### src/rtl/ttt_game_state_if.sv
// Board/turn status bundle between the input conditioning, the
// game-state engine and the VGA renderer.
interface ttt_game_state_if;
    logic [3:0]  square_sel;
    logic        place;
    logic        new_game;
    logic [17:0] board;
    logic        player_turn;
    logic        busy;
    logic        illegal;
    logic        game_over;
    logic [1:0]  winner;
    logic [2:0]  win_line;
    logic [3:0]  move_count;

    modport master (
        output square_sel, place, new_game,
        input  board, player_turn, busy, illegal, game_over, winner, win_line, move_count
    );

    modport slave (
        input  square_sel, place, new_game,
        output board, player_turn, busy, illegal, game_over, winner, win_line, move_count
    );
endinterface

### src/rtl/ttt_game_state.sv
// Tic-tac-toe game-state engine: holds the board, alternates turns, rejects
// illegal moves and scans one winning line per cycle after each placement.
module ttt_game_state (
    input  logic             clk,
    input  logic             rst_n,
    ttt_game_state_if.slave  bus
);
    localparam logic [1:0] ST_PLAY   = 2'd0;
    localparam logic [1:0] ST_CHECK  = 2'd1;
    localparam logic [1:0] ST_WIN    = 2'd2;
    localparam logic [1:0] ST_DRAW   = 2'd3;

    localparam logic [1:0] MARK_NONE = 2'b00;
    localparam logic [1:0] MARK_X    = 2'b01;
    localparam logic [1:0] MARK_O    = 2'b10;

    // Out-of-range indices read as empty so callers never index past the board.
    function automatic logic [1:0] cell_at(input logic [17:0] b, input logic [3:0] idx);
        case (idx)
            4'd0:    cell_at = b[1:0];
            4'd1:    cell_at = b[3:2];
            4'd2:    cell_at = b[5:4];
            4'd3:    cell_at = b[7:6];
            4'd4:    cell_at = b[9:8];
            4'd5:    cell_at = b[11:10];
            4'd6:    cell_at = b[13:12];
            4'd7:    cell_at = b[15:14];
            4'd8:    cell_at = b[17:16];
            default: cell_at = MARK_NONE;
        endcase
    endfunction

    // Three packed 4-bit cell indices for each of the eight winning lines.
    function automatic logic [11:0] line_cells(input logic [2:0] idx);
        case (idx)
            3'd0:    line_cells = {4'd0, 4'd1, 4'd2};
            3'd1:    line_cells = {4'd3, 4'd4, 4'd5};
            3'd2:    line_cells = {4'd6, 4'd7, 4'd8};
            3'd3:    line_cells = {4'd0, 4'd3, 4'd6};
            3'd4:    line_cells = {4'd1, 4'd4, 4'd7};
            3'd5:    line_cells = {4'd2, 4'd5, 4'd8};
            3'd6:    line_cells = {4'd0, 4'd4, 4'd8};
            3'd7:    line_cells = {4'd2, 4'd4, 4'd6};
            default: line_cells = {4'd0, 4'd1, 4'd2};
        endcase
    endfunction

    logic [1:0]  state_r;
    logic [17:0] board_r;
    logic        player_turn_r;
    logic        busy_r;
    logic        illegal_r;
    logic        game_over_r;
    logic [1:0]  winner_r;
    logic [2:0]  win_line_r;
    logic [3:0]  move_count_r;
    logic [2:0]  line_idx_r;

    logic [1:0]  mark_s;
    logic        sel_ok_s;
    logic [11:0] cells_s;
    logic        line_hit_s;
    logic [17:0] new_board_s;

    // Mover's mark, move legality, candidate board and current line match.
    always_comb begin
        mark_s      = player_turn_r ? MARK_O : MARK_X;
        sel_ok_s    = (bus.square_sel <= 4'd8) &&
                      (cell_at(board_r, bus.square_sel) == MARK_NONE);
        cells_s     = line_cells(line_idx_r);
        line_hit_s  = (cell_at(board_r, cells_s[11:8]) == mark_s) &&
                      (cell_at(board_r, cells_s[7:4])  == mark_s) &&
                      (cell_at(board_r, cells_s[3:0])  == mark_s);
        new_board_s = board_r;
        for (int i = 0; i < 9; i++) begin
            new_board_s[2*i +: 2] = (bus.square_sel == 4'(i)) ? mark_s : board_r[2*i +: 2];
        end
    end

    // Game FSM and all registered status; new_game outranks a same-cycle place.
    always_ff @(posedge clk or negedge rst_n) begin
        if (!rst_n) begin
            state_r       <= ST_PLAY;
            board_r       <= 18'd0;
            player_turn_r <= 1'b0;
            busy_r        <= 1'b0;
            illegal_r     <= 1'b0;
            game_over_r   <= 1'b0;
            winner_r      <= MARK_NONE;
            win_line_r    <= 3'd0;
            move_count_r  <= 4'd0;
            line_idx_r    <= 3'd0;
        end else if (bus.new_game) begin
            state_r       <= ST_PLAY;
            board_r       <= 18'd0;
            player_turn_r <= 1'b0;
            busy_r        <= 1'b0;
            illegal_r     <= 1'b0;
            game_over_r   <= 1'b0;
            winner_r      <= MARK_NONE;
            win_line_r    <= 3'd0;
            move_count_r  <= 4'd0;
            line_idx_r    <= 3'd0;
        end else begin
            illegal_r <= 1'b0;
            case (state_r)
                ST_PLAY: begin
                    if (bus.place) begin
                        if (sel_ok_s) begin
                            board_r      <= new_board_s;
                            move_count_r <= move_count_r + 4'd1;
                            line_idx_r   <= 3'd0;
                            busy_r       <= 1'b1;
                            state_r      <= ST_CHECK;
                        end else begin
                            illegal_r    <= 1'b1;
                        end
                    end
                end
                ST_CHECK: begin
                    if (line_hit_s) begin
                        winner_r    <= mark_s;
                        win_line_r  <= line_idx_r;
                        game_over_r <= 1'b1;
                        busy_r      <= 1'b0;
                        state_r     <= ST_WIN;
                    end else if (line_idx_r == 3'd7) begin
                        busy_r <= 1'b0;
                        if (move_count_r == 4'd9) begin
                            game_over_r <= 1'b1;
                            state_r     <= ST_DRAW;
                        end else begin
                            player_turn_r <= ~player_turn_r;
                            state_r       <= ST_PLAY;
                        end
                    end else begin
                        line_idx_r <= line_idx_r + 3'd1;
                    end
                end
                ST_WIN:  state_r <= ST_WIN;
                ST_DRAW: state_r <= ST_DRAW;
                default: state_r <= ST_PLAY;
            endcase
        end
    end

    assign bus.board       = board_r;
    assign bus.player_turn = player_turn_r;
    assign bus.busy        = busy_r;
    assign bus.illegal     = illegal_r;
    assign bus.game_over   = game_over_r;
    assign bus.winner      = winner_r;
    assign bus.win_line    = win_line_r;
    assign bus.move_count  = move_count_r;
endmodule

### src/flat_wrapper.sv
// flat-port wrapper written by rule: the top's interface ports become plain ports
module ttt_game_state_flat 
  (clk, rst_n, bus_square_sel, bus_place, bus_new_game, bus_board, bus_player_turn, bus_busy, bus_illegal, bus_game_over, bus_winner, bus_win_line, bus_move_count);
  ttt_game_state_if bus_i ();
  input  logic clk;
  input  logic rst_n;
  input wire logic [$bits(bus_i.square_sel)-1:0] bus_square_sel;
  input wire logic [$bits(bus_i.place)-1:0] bus_place;
  input wire logic [$bits(bus_i.new_game)-1:0] bus_new_game;
  output wire logic [$bits(bus_i.board)-1:0] bus_board;
  output wire logic [$bits(bus_i.player_turn)-1:0] bus_player_turn;
  output wire logic [$bits(bus_i.busy)-1:0] bus_busy;
  output wire logic [$bits(bus_i.illegal)-1:0] bus_illegal;
  output wire logic [$bits(bus_i.game_over)-1:0] bus_game_over;
  output wire logic [$bits(bus_i.winner)-1:0] bus_winner;
  output wire logic [$bits(bus_i.win_line)-1:0] bus_win_line;
  output wire logic [$bits(bus_i.move_count)-1:0] bus_move_count;
  assign bus_i.square_sel = bus_square_sel;
  assign bus_i.place = bus_place;
  assign bus_i.new_game = bus_new_game;
  assign bus_board = bus_i.board;
  assign bus_player_turn = bus_i.player_turn;
  assign bus_busy = bus_i.busy;
  assign bus_illegal = bus_i.illegal;
  assign bus_game_over = bus_i.game_over;
  assign bus_winner = bus_i.winner;
  assign bus_win_line = bus_i.win_line;
  assign bus_move_count = bus_i.move_count;
  ttt_game_state u_core (.clk(clk), .rst_n(rst_n), .bus(bus_i));
endmodule
### config.mk
export PLATFORM = sky130hd
export DESIGN_NAME = ttt_game_state_flat
export DESIGN_NICKNAME = d
export VERILOG_FILES = /design/src/rtl/ttt_game_state_if.sv /design/src/rtl/ttt_game_state.sv /design/src/flat_wrapper.sv
export SDC_FILE = /design/constraint.sdc
export NUM_CORES = 1
export LEC_CHECK = 0
export ABC_CLOCK_PERIOD_IN_PS = 5000
export CAP_MARGIN = 20
export CORE_ASPECT_RATIO = 0.9
export CORE_MARGIN = 2
export CORE_UTILIZATION = 59
export DETAILED_ROUTE_END_ITERATION = 7
export GPL_TIMING_DRIVEN = 0
export PLACE_DENSITY_LB_ADDON = 0.3
export SYNTH_ARGS = -nofsm -noshare
export SYNTH_HDL_FRONTEND = slang
export SYNTH_SLANG_ARGS = --single-unit
### constraint.sdc
create_clock -name clk -period 5 [get_ports clk]
set_input_delay 0.75 -clock clk [delete_from_list [all_inputs] [get_ports clk]]
set_output_delay 0.75 -clock clk [all_outputs]
set_load 0.005 [all_outputs]
==> results of run 1 <==
## metrics by stage
step | utilization [%] | area [um2] | power [mW]
4_1_cts | 74.6 | 3060 | 0.625
3_5_place_dp | 72.4 | 2970 | 0.412
3_3_place_gp | 72.5 | 2970 | 0.411
6_report | 74.6 | 3060 | 0.624
5_1_grt | 74.6 | 3060 | 0.648
2_1_floorplan | - | 2540 | 0.375
## registers in the layout, indices dropped and copies added (netlist names)
register                cells
u_core.bus.illegal          1
u_core.bus.win_line         3
u_core.bus.player_turn      1
u_core.bus.winner           2
u_core.line_idx_r           3
u_core.state_r              2
u_core.bus.board           18
u_core.bus.game_over        1
u_core.bus.busy             1
u_core.bus.move_count       4
## cells by family (layout without fill, tap and decap cells)
group,Yosys count,count (layout),share of synthesized area (%)
AOI/OAI and AO/OA,73,73,18.3
xor gates and xnor gates,4,4,1.38
adders and majority gates,10,10,4.92
buffers and inverters,31,76,5.66
DFF,36,36,35.4
muxes,22,22,10.5
and+or+nand+nor,103,103,23.9
## worst max-delay path, delay by kind of cell, from the launching register on
| family | cells | cell delay, ns |
|---|---|---|
| simple gates | 3 | 0.46 |
| fa+ha+maj | 1 | 0.31 |
| flops | 1 | 0.42 |
| compound gates | 1 | 0.16 |
| mux | 4 | 1.35 |
| buf+inv | 4 | 0.96 |
## area by class of cell
class / instances / area (um2)
inverters: 12 / 45.0
plain buffers: 19 / 98.8
fillers: 312 / 1040
clock inverters: 1 / 7.51
flip-flops and latches: 36 / 901
multi-input cells: 212 / 1500
clock buffers: 7 / 86.3
well taps: 48 / 60.1
repair buffers: 37 / 365
## where the power goes
group / leakage (nW) / internal (mW) / switching [mW]
logic: 0.748 / 0.0419 / 0.0646
clock network: 0.0445 / 0.112 / 0.102
registers: 0.499 / 0.296 / 0.00682
## worst min path at each step
stage / slack (ns) / cells past startpoint / from / endpoint
after global routing: 0.58 / 2 / u_core.bus.win_line[1] / u_core.bus.win_line[1]
after CTS: 0.55 / 2 / u_core.bus.win_line[1] / u_core.bus.win_line[1]
final: 0.54 / 1 / rst_n / u_core.bus.move_count[2]
after detailed placement: 0.52 / 2 / u_core.bus.winner[1] / u_core.bus.winner[1]
after floorplan: 0.45 / 0 / rst_n / u_core.bus.board[0]
after global placement: 0.47 / 2 / u_core.bus.game_over / u_core.bus.game_over
## metal layers
layer / part of all wire (%) / vias to the layer above / GRT usage [%]
met5: 0 / - / 0
met3: 8.7 / 11 / 5.95
met1: 42 / 1165 / 42.5
met4: 1.2 / 0 / 8.80
li1: - / 1103 / -
met2: 48 / 115 / 47.7
## placed cells by master, fill, tap and decap left out, types with 3 or more instances in the layout
master / synthesis / routed
nor2_1: 40 / 40
clkdlybuf4s50_1: 0 / 36
dfrtp_1: 36 / 36
a21oi_1: 28 / 28
o21ai_0: 15 / 15
mux2i_1: 15 / 15
inv_1: 11 / 11
buf_2: 10 / 11
nand2_1: 10 / 10
ha_1: 10 / 10
clkbuf_1: 6 / 7
nand3_1: 6 / 6
clkbuf_8: 0 / 6
nor2b_1: 5 / 5
nor3b_1: 5 / 5
and3_1: 5 / 5
o211ai_1: 3 / 3
nor4b_1: 3 / 3
nand4_1: 3 / 3
mux2_2: 3 / 3
mux4_2: 3 / 3
a31oi_1: 3 / 3
a32o_1: 3 / 3
a32oi_1: 3 / 3
nand2b_1: 3 / 3
==> flow_summary.yaml, run 1 <==
timing:
  tns_ns: 0
  finalWorstSetupSlack_ns: 1.19
  period_share_pct: 76.2
  max-slew-margin-rel_pct: 47.5
  hold_viol: 0
  worst_pin_slew_ns: 0.787
  slew_viol_final: 0
  fin_crit_ns: 3.81
  fmax_mhz: 263
  rsz0062_at_grt: "no"
  timing.hold.ws_ns: 0.538
  clock_skew_ns: 0.00511
  finalSetupViolations: 0
route:
  vias_per_cell: 6.44
  drc: 0
  wl_per_cell_um: 18.4
  drt_iter0_drc: 261
  wl_um: 6840
  dr.pass1.iters: 5
  final_antenna_net_count: 0
  vias: 2394
critical_path:
  cp-startpoint: "u_core.line_idx_r[1]"
  crit_path_top_delay_cell: "mux4_2"
  worst_path_most_repeated_cell: "mux2i_1"
  r2r_end: "u_core.bus.win_line[0]"
  rr_worst_depth: 13
  crit_fanout: 8
  cp-start-kind: "register"
  crit_path_end: "u_core.bus.win_line[0]"
  path_cells: "clkbuf_1, inv_1, ha_1, buf_2, mux2i_1, mux4_2, mux2i_1, nor3b_1, o22ai_2, nand2b_1, buf_2, mux2i_1, nor2_1"
  arrival_ns: 3.97
  crit_required_ns: 5.16
  max_stage_delay_ns: 0.55
  reg2reg_slack_ns: 1.19
  timing.rr.start: "u_core.line_idx_r[1]"
  worstSetupEndpointType: "register"
  crit_type: "reg -> reg"
clock_network:
  cts_resized: 0
  cts_tree: "built"
  postCtsSetupRepairBufs: 0
  holdBufCountCts: 0
  cts.sinks: 36
  cts_buffers: 5
  clk_path_buf_depth: 2
  clkTransAtPathRegs_ns: 0.07
  htree_levels: 2
  worstSkewPairLatency_ns: 0.29
  cts-root-buf: "clkbuf_8"
floorplan:
  ios: 39
  fp.dieArea_mm2: 0.00485
  die_w_um: 73.2
  die_y_um: 66.3
  initial_utilization_pct: 62.0
  rows: 22
  core_area_mm2: 0.00410
logic_synthesis:
  synth_top_area_cell: "dfrtp_1"
  synthArstFlopShare_pct: 100
  ys_seq_elements: 36
  yosys_warnings: 0
  synthesis.nets: 297
  synth_commonest_cells: "40 x nor2_1, 36 x dfrtp_1, 28 x a21oi_1"
  synth.distinct_cells: 61
  netlist_instances: 279
  syn-mean-instance-area_um2: 9.11
  synth.most_common_cell: "nor2_1"
  synthFlopType: "dfrtp_1"
  ys_top_cells_by_area: "dfrtp_1 35%, mux2i_1 5.9%, nor2_1 5.9%"
  yosysSeqAreaShare_pct: 35.4
  synthesis.area_mm2: 0.00254
  synth-edff-count: 0
  yosysTopAreaCellShare_pct: 35.4
cells_and_area:
  drive_above_1_share_pct: 12.0
  num_antenna_cells: 0
  area_growth_pct: 20.4
  layoutNonFillerInstCount: 372
  final_nets: 341
placement:
  dp.cells: 364
  numPortBuffers: 37
  pre_cts_slack_ns: 1.23
  hpwl_um: 4970
  gp_congestion: 0.959
global_routing:
  track_usage_pct: 30.4
  overflow: 0
  antenna_found_initial: 0
  grt_pass1_vias: 2178
  grt_first_pass_wirelength_um: 11000
  grt_start_max_net_pins: 37
power_and_ir_drop:
  cellPowerDensity_mw_per_mm2: 204
  leakage_nw: 1.29
  ir_drop_mv: 0.198
job:
  drv_cap: 0
hold_path:
  hold_class: "in -> async"
status:
  status: "finished clean"
Power figures use the tool's default switching activity.
==> run 2, diff against run 1 <==
--- a/config.mk
+++ b/config.mk
@@ -5,11 +5,11 @@
 export SDC_FILE = /design/constraint.sdc
 export NUM_CORES = 1
 export LEC_CHECK = 0
-export ABC_CLOCK_PERIOD_IN_PS = 5000
+export ABC_CLOCK_PERIOD_IN_PS = 3700
 export CAP_MARGIN = 20
 export CORE_ASPECT_RATIO = 0.9
 export CORE_MARGIN = 2
-export CORE_UTILIZATION = 59
+export CORE_UTILIZATION = 54
 export DETAILED_ROUTE_END_ITERATION = 7
 export GPL_TIMING_DRIVEN = 0
 export PLACE_DENSITY_LB_ADDON = 0.3
==> constraint.sdc (replaced) <==
create_clock -name clk -period 3.7 [get_ports clk]
set_input_delay 0.555 -clock clk [delete_from_list [all_inputs] [get_ports clk]]
set_output_delay 0.555 -clock clk [all_outputs]
set_load 0.005 [all_outputs]
==> run 2 against run 1 <==
Utilization fell by 5.3 points. Count of clock-buffer cells in the layout did not move. Flip-flop and latch count did not move. Routed wire length rose by 1.7%. Register-to-register slack got worse by 0.99 ns. Critical path type unchanged. Largest power group unchanged. Highest routed layer unchanged.
==> flow_summary.yaml, run 2 (same netlist as run 1, synthesis figures left out) <==
status:
  status: "finished clean"
cells_and_area:
  largest_register_ff_count: 18
  nFillCells: 382
  final_common_cell: "nor2_1"
  layout_common_cells: "40 x nor2_1, 36 x clkdlybuf4s50_1, 35 x dfrtp_1, 28 x a21oi_1, 15 x o21ai_0"
  area_growth_pct: 22.5
  drive_above_1_share_pct: 14.2
  num_antenna_cells: 0
  layoutNonFillerInstCount: 385
  final_nets: 340
route:
  wl_um: 6960
  drc: 0
  vias: 2381
  dr.pass1.iters: 5
  wl_per_cell_um: 18.1
  vias_per_cell: 6.18
  final_antenna_net_count: 0
  drt_iter0_drc: 285
floorplan:
  die_y_um: 69.1
  initial_utilization_pct: 56.6
  die_w_um: 76.3
  ios: 39
  core_area_mm2: 0.00449
  rows: 23
  fp.dieArea_mm2: 0.00527
timing:
  period_share_pct: 94.5
  tns_ns: 0
  slew_viol_final: 0
  max-slew-margin-rel_pct: 46.7
  finalSetupViolations: 0
  rsz0062_at_grt: "no"
  hold_viol: 0
  worst_pin_slew_ns: 0.799
  clock_skew_ns: 0.0121
  fmax_mhz: 286
  fin_crit_ns: 3.50
critical_path:
  reg2reg_slack_ns: 0.20
  rr_worst_depth: 13
  cp-startpoint: "u_core.line_idx_r[0]"
  timing.rr.start: "u_core.line_idx_r[0]"
  cp_top_family: "simple AND/OR/NAND/NOR gates"
  crit_type: "reg -> reg"
  max_stage_delay_ns: 0.44
  crit_path_end: "u_core.bus.winner[1]"
  crit_required_ns: 3.86
  worstSetupEndpointType: "register"
  arrival_ns: 3.65
  worst_path_most_repeated_cell: "buf_2"
  critPathBufInv: 4
  r2r_end: "u_core.bus.winner[1]"
  cp.depth: 13
  cp-start-kind: "register"
  crit_path_top_delay_cell: "nor3b_1"
  path_cells: "clkbuf_4, inv_1, ha_1, buf_2, nor3b_1, a2111oi_0, or3_1, nor4_2, o22ai_2, nand2b_1, buf_2, mux2i_1, nor2_1"
  crit_fanout: 8
global_routing:
  grt_first_pass_wirelength_um: 11100
  track_usage_pct: 26.4
  antenna_found_initial: 0
  grt_start_max_net_pins: 37
  grt_pass1_vias: 2181
  overflow: 0
placement:
  numPortBuffers: 37
  hpwl_um: 4990
  gp_congestion: 0.938
  dp.cells: 378
clock_network:
  clk_path_buf_depth: 2
  cts.sinks: 36
  clkTransAtPathRegs_ns: 0.08
  holdBufCountCts: 0
  htree_levels: 2
  cts_tree: "built"
  cts-root-buf: "clkbuf_8"
  cts_buffers: 5
  postCtsSetupRepairBufs: 0
  worstSkewPairLatency_ns: 0.29
power_and_ir_drop:
  ir_drop_mv: 0.240
  leakage_nw: 1.30
  cellPowerDensity_mw_per_mm2: 268
  finalPower_mw: 0.834
job:
  drv_cap: 0
hold_path:
  hold_class: "in -> async"
## run 2: cell count changes in the layout (fill, tap and decap cells not counted), sizes merged
cell      change
clkbuf        -1
clkinv        +1
clkinvlp      -1
## run 2: worst min path at each step
stage / from / endpoint / slack (ns) / cells past startpoint
floorplan: rst_n / u_core.bus.board[0] / 0.26 / 0
global placement: u_core.bus.game_over / u_core.bus.game_over / 0.48 / 2
detailed placement: u_core.bus.game_over / u_core.bus.game_over / 0.49 / 2
CTS: rst_n / u_core.bus.win_line[0] / 0.36 / 1
global route: rst_n / u_core.bus.game_over / 0.42 / 1
finish: rst_n / u_core.state_r[0] / 0.35 / 1
## run 2: repair_timing
action                     4_1_cts  5_1_grt
cloned                           0        0
setup endpoints to repair        8        9
pin swaps                        0        0
resized for setup                2       11
## run 2: per-stage QoR
step	util [%]	hold WS, ns	instance area, um2	setup WS [ns]
6_report	69.4	0.349	3110	0.205
5_1_grt	69.4	0.415	3110	0.00217
3_5_place_dp	66.5	0.485	2990	-0.135
4_1_cts	68.4	0.363	3070	0.0670
3_3_place_gp	66.6	0.477	2990	0.00722
2_1_floorplan	-	0.259	2540	0.513
## run 2: layout make-up
cell class	instances	area [um2]	area share, %
multi-input combinational	212	1540	49.4
sequential	36	902	29.0
clock inverter	1	8.76	0.281
clock buffer	7	76.3	2.45
buffer	18	101	3.25
timing repair buffer	37	365	11.7
inverter	12	45.0	1.45
tap	62	77.6	2.49
## run 2: where the power goes
group	internal, mW	switching, mW	total [mW]
clock	0.134	0.140	0.275
combinational	0.0604	0.0889	0.149
sequential	0.400	0.0102	0.410
## run 2: layer usage
layer  track usage, %  wire length, um  share of wire (%)  vias to the layer above
li1                 -                -                  -                     1098
met2             40.5             3240                 47                      107
met1             37.0             3060                 44                     1158
met4             8.89              138                2.0                        0
met5                0                0                  0                        -
met3             5.76              520                7.5                       18
==> run 3, diff against run 2 <==
--- a/config.mk
+++ b/config.mk
@@ -5,7 +5,7 @@
 export SDC_FILE = /design/constraint.sdc
 export NUM_CORES = 1
 export LEC_CHECK = 0
-export ABC_CLOCK_PERIOD_IN_PS = 3700
+export ABC_CLOCK_PERIOD_IN_PS = 3800
 export CAP_MARGIN = 20
 export CORE_ASPECT_RATIO = 0.9
 export CORE_MARGIN = 2
==> constraint.sdc (replaced) <==
create_clock -name clk -period 3.8 [get_ports clk]
set_input_delay 0.57 -clock clk [delete_from_list [all_inputs] [get_ports clk]]
set_output_delay 0.57 -clock clk [all_outputs]
set_load 0.1 [all_outputs]
==> run 3 against run 2 <==
Largest power group unchanged. Global-route usage hardly changed. Sequential share of layout area increased by 0.12 points. Critical path type unchanged. Highest routed layer unchanged. Count of clock-buffer cells in the layout unchanged. Combinational power increased by 19%.
==> flow_summary.yaml, run 3 (same netlist as run 1, synthesis figures left out) <==
route:
  vias: 2430
  wl_um: 6920
  vias_per_cell: 6.30
  dr.pass1.iters: 5
  final_antenna_net_count: 0
  drc: 0
  drt_iter0_drc: 250
  wl_per_cell_um: 17.9
power_and_ir_drop:
  ir_drop_mv: 0.238
  finalPower_mw: 0.843
  cellPowerDensity_mw_per_mm2: 272
  leakage_nw: 1.30
floorplan:
  rows: 23
  fp.dieArea_mm2: 0.00527
  die_w_um: 76.3
  ios: 39
  core_area_mm2: 0.00449
  die_y_um: 69.1
  initial_utilization_pct: 56.6
cells_and_area:
  stdcell_area_mm2: 0.00310
  layout_common_cells: "40 x nor2_1, 36 x clkdlybuf4s50_1, 36 x dfrtp_1, 28 x a21oi_1, 15 x o21ai_0"
  nFillCells: 389
  layoutNonFillerInstCount: 386
  largest_register_ff_count: 18
  seq_area_um2: 901
  drive_above_1_share_pct: 13.0
  final_common_cell: "nor2_1"
  multi_input_area_mm2: 0.00152
  final_nets: 341
  final_util_pct: 69.0
  num_antenna_cells: 0
  area_growth_pct: 21.8
critical_path:
  crit_required_ns: 3.95
  crit_path_end: "u_core.bus.winner[1]"
  cp-startpoint: "u_core.line_idx_r[1]"
  path_cells: "clkbuf_2, inv_1, ha_1, buf_2, clkbuf_4, nor2b_1, o21ai_0, a32o_1, a32oi_1, nor3b_1, o22ai_2, nand2b_1, buf_2, mux2i_1, nor2_1"
  cp.depth: 15
  crit_fanout: 10
  arrival_ns: 3.74
  cp_top_family: "buffers and inverters"
  cp-start-kind: "register"
  rr_worst_depth: 15
  worst_path_most_repeated_cell: "buf_2"
  crit_type: "reg -> reg"
  reg2reg_slack_ns: 0.22
  max_stage_delay_ns: 0.43
  timing.rr.start: "u_core.line_idx_r[1]"
  r2r_end: "u_core.bus.winner[1]"
  worstSetupEndpointType: "register"
  critPathBufInv: 5
  crit_path_top_delay_cell: "dfrtp_1"
global_routing:
  grt_start_max_net_pins: 37
  grt_pass1_vias: 2189
  top_usage_layer: "met2"
  global_route.usage.met2_pct: 40.7
  track_usage_pct: 26.4
  use_met3_pct: 5.76
  overflow: 0
  grt_first_pass_wirelength_um: 11100
  use_met1_pct: 36.9
  antenna_found_initial: 0
timing:
  slew_viol_final: 0
  timing.hold.ws_ns: 0.365
  finalSetupViolations: 0
  tns_ns: 0
  period_share_pct: 94.3
  finalWorstSetupSlack_ns: 0.218
  worst_pin_slew_ns: 0.977
  clock_skew_ns: 0.0105
  max-slew-margin-rel_pct: 34.6
  hold_viol: 0
  fin_crit_ns: 3.58
  fmax_mhz: 279
clock_network:
  cts_tree: "built"
  cts_buffers: 5
  htree_levels: 2
  cts-root-buf: "clkbuf_8"
  cts.sinks: 36
  clk_path_buf_depth: 2
  holdBufCountCts: 0
  worstSkewPairLatency_ns: 0.29
  clkTransAtPathRegs_ns: 0.07
job:
  drv_cap: 0
placement:
  pre_cts_slack_ns: -0.0354
  dp.cells: 378
  hpwl_um: 4990
  gp_congestion: 0.938
  numPortBuffers: 37
  dpl_cell_area_mm2: 0.00299
hold_path:
  hold_class: "in -> async"
status:
  status: "finished clean"
-- run 3: changes by cell type in the layout (fill, tap and decap cells not counted) --
cell | previous run | this run
buf_4 | 1 | 0
a32oi_2 | 1 | 0
mux2i_2 | 1 | 0
dfrtp_1 | 35 | 36
dfrtp_2 | 1 | 0
clkbuf_2 | 0 | 1
a32oi_1 | 2 | 3
clkbuf_4 | 1 | 2
nor3b_2 | 2 | 0
mux2i_1 | 13 | 14
nor3b_1 | 3 | 5
-- run 3: layout make-up --
cell class	count	share of cell area (%)
multi-input combinational	212	49.0
clock inverter	1	0.283
clock buffer	7	2.46
sequential	36	29.1
inverter	12	1.45
buffer	19	3.43
tap	62	2.51
timing repair buffer	37	11.8
-- run 3: worst min path at each step --
| stage | depth (start not counted) | startpoint | endpoint | slack (ns) |
|---|---|---|---|---|
| after global routing | 1 | rst_n | u_core.bus.game_over | 0.43 |
| after floorplan | 0 | rst_n | u_core.bus.board[0] | 0.27 |
| after CTS | 1 | rst_n | u_core.bus.win_line[0] | 0.38 |
| after global placement | 2 | u_core.bus.game_over | u_core.bus.game_over | 0.48 |
| after detailed placement | 2 | u_core.bus.game_over | u_core.bus.game_over | 0.49 |
| final | 1 | rst_n | u_core.bus.move_count[0] | 0.37 |
-- run 3: metal layers --
metal	vias up	share of wire (%)
met2	124	47
met4	0	2.1
met3	24	8.5
met5	-	0
met1	1179	43
li1	1103	-
-- run 3: worst reg2reg max path: cells and delay by family, from the launching register on --
| kind | cells | cell delay (ns) |
|---|---|---|
| DFF | 1 | 0.43 |
| muxes | 1 | 0.16 |
| buffers and inverters | 5 | 1.08 |
| AOI/OAI and AO/OA | 4 | 0.77 |
| and+or+nand+nor | 4 | 0.71 |
| adders and majority gates | 1 | 0.30 |
-- run 3: timing repair --
| action | 4_1_cts | 5_1_grt |
|---|---|---|
| setup endpoints to repair | 5 | 12 |
| pin swaps | 0 | 0 |
| resized for setup | 1 | 9 |
| buffers inserted | 0 | 0 |
-- run 3: where the power goes --
part,switching (mW),internal [mW],total (mW),leakage [nW]
clock,0.135,0.131,0.266,0.0424
combinational,0.120,0.0579,0.178,0.758
sequential,0.00936,0.389,0.399,0.499
total,0.264,0.578,0.843,1.30
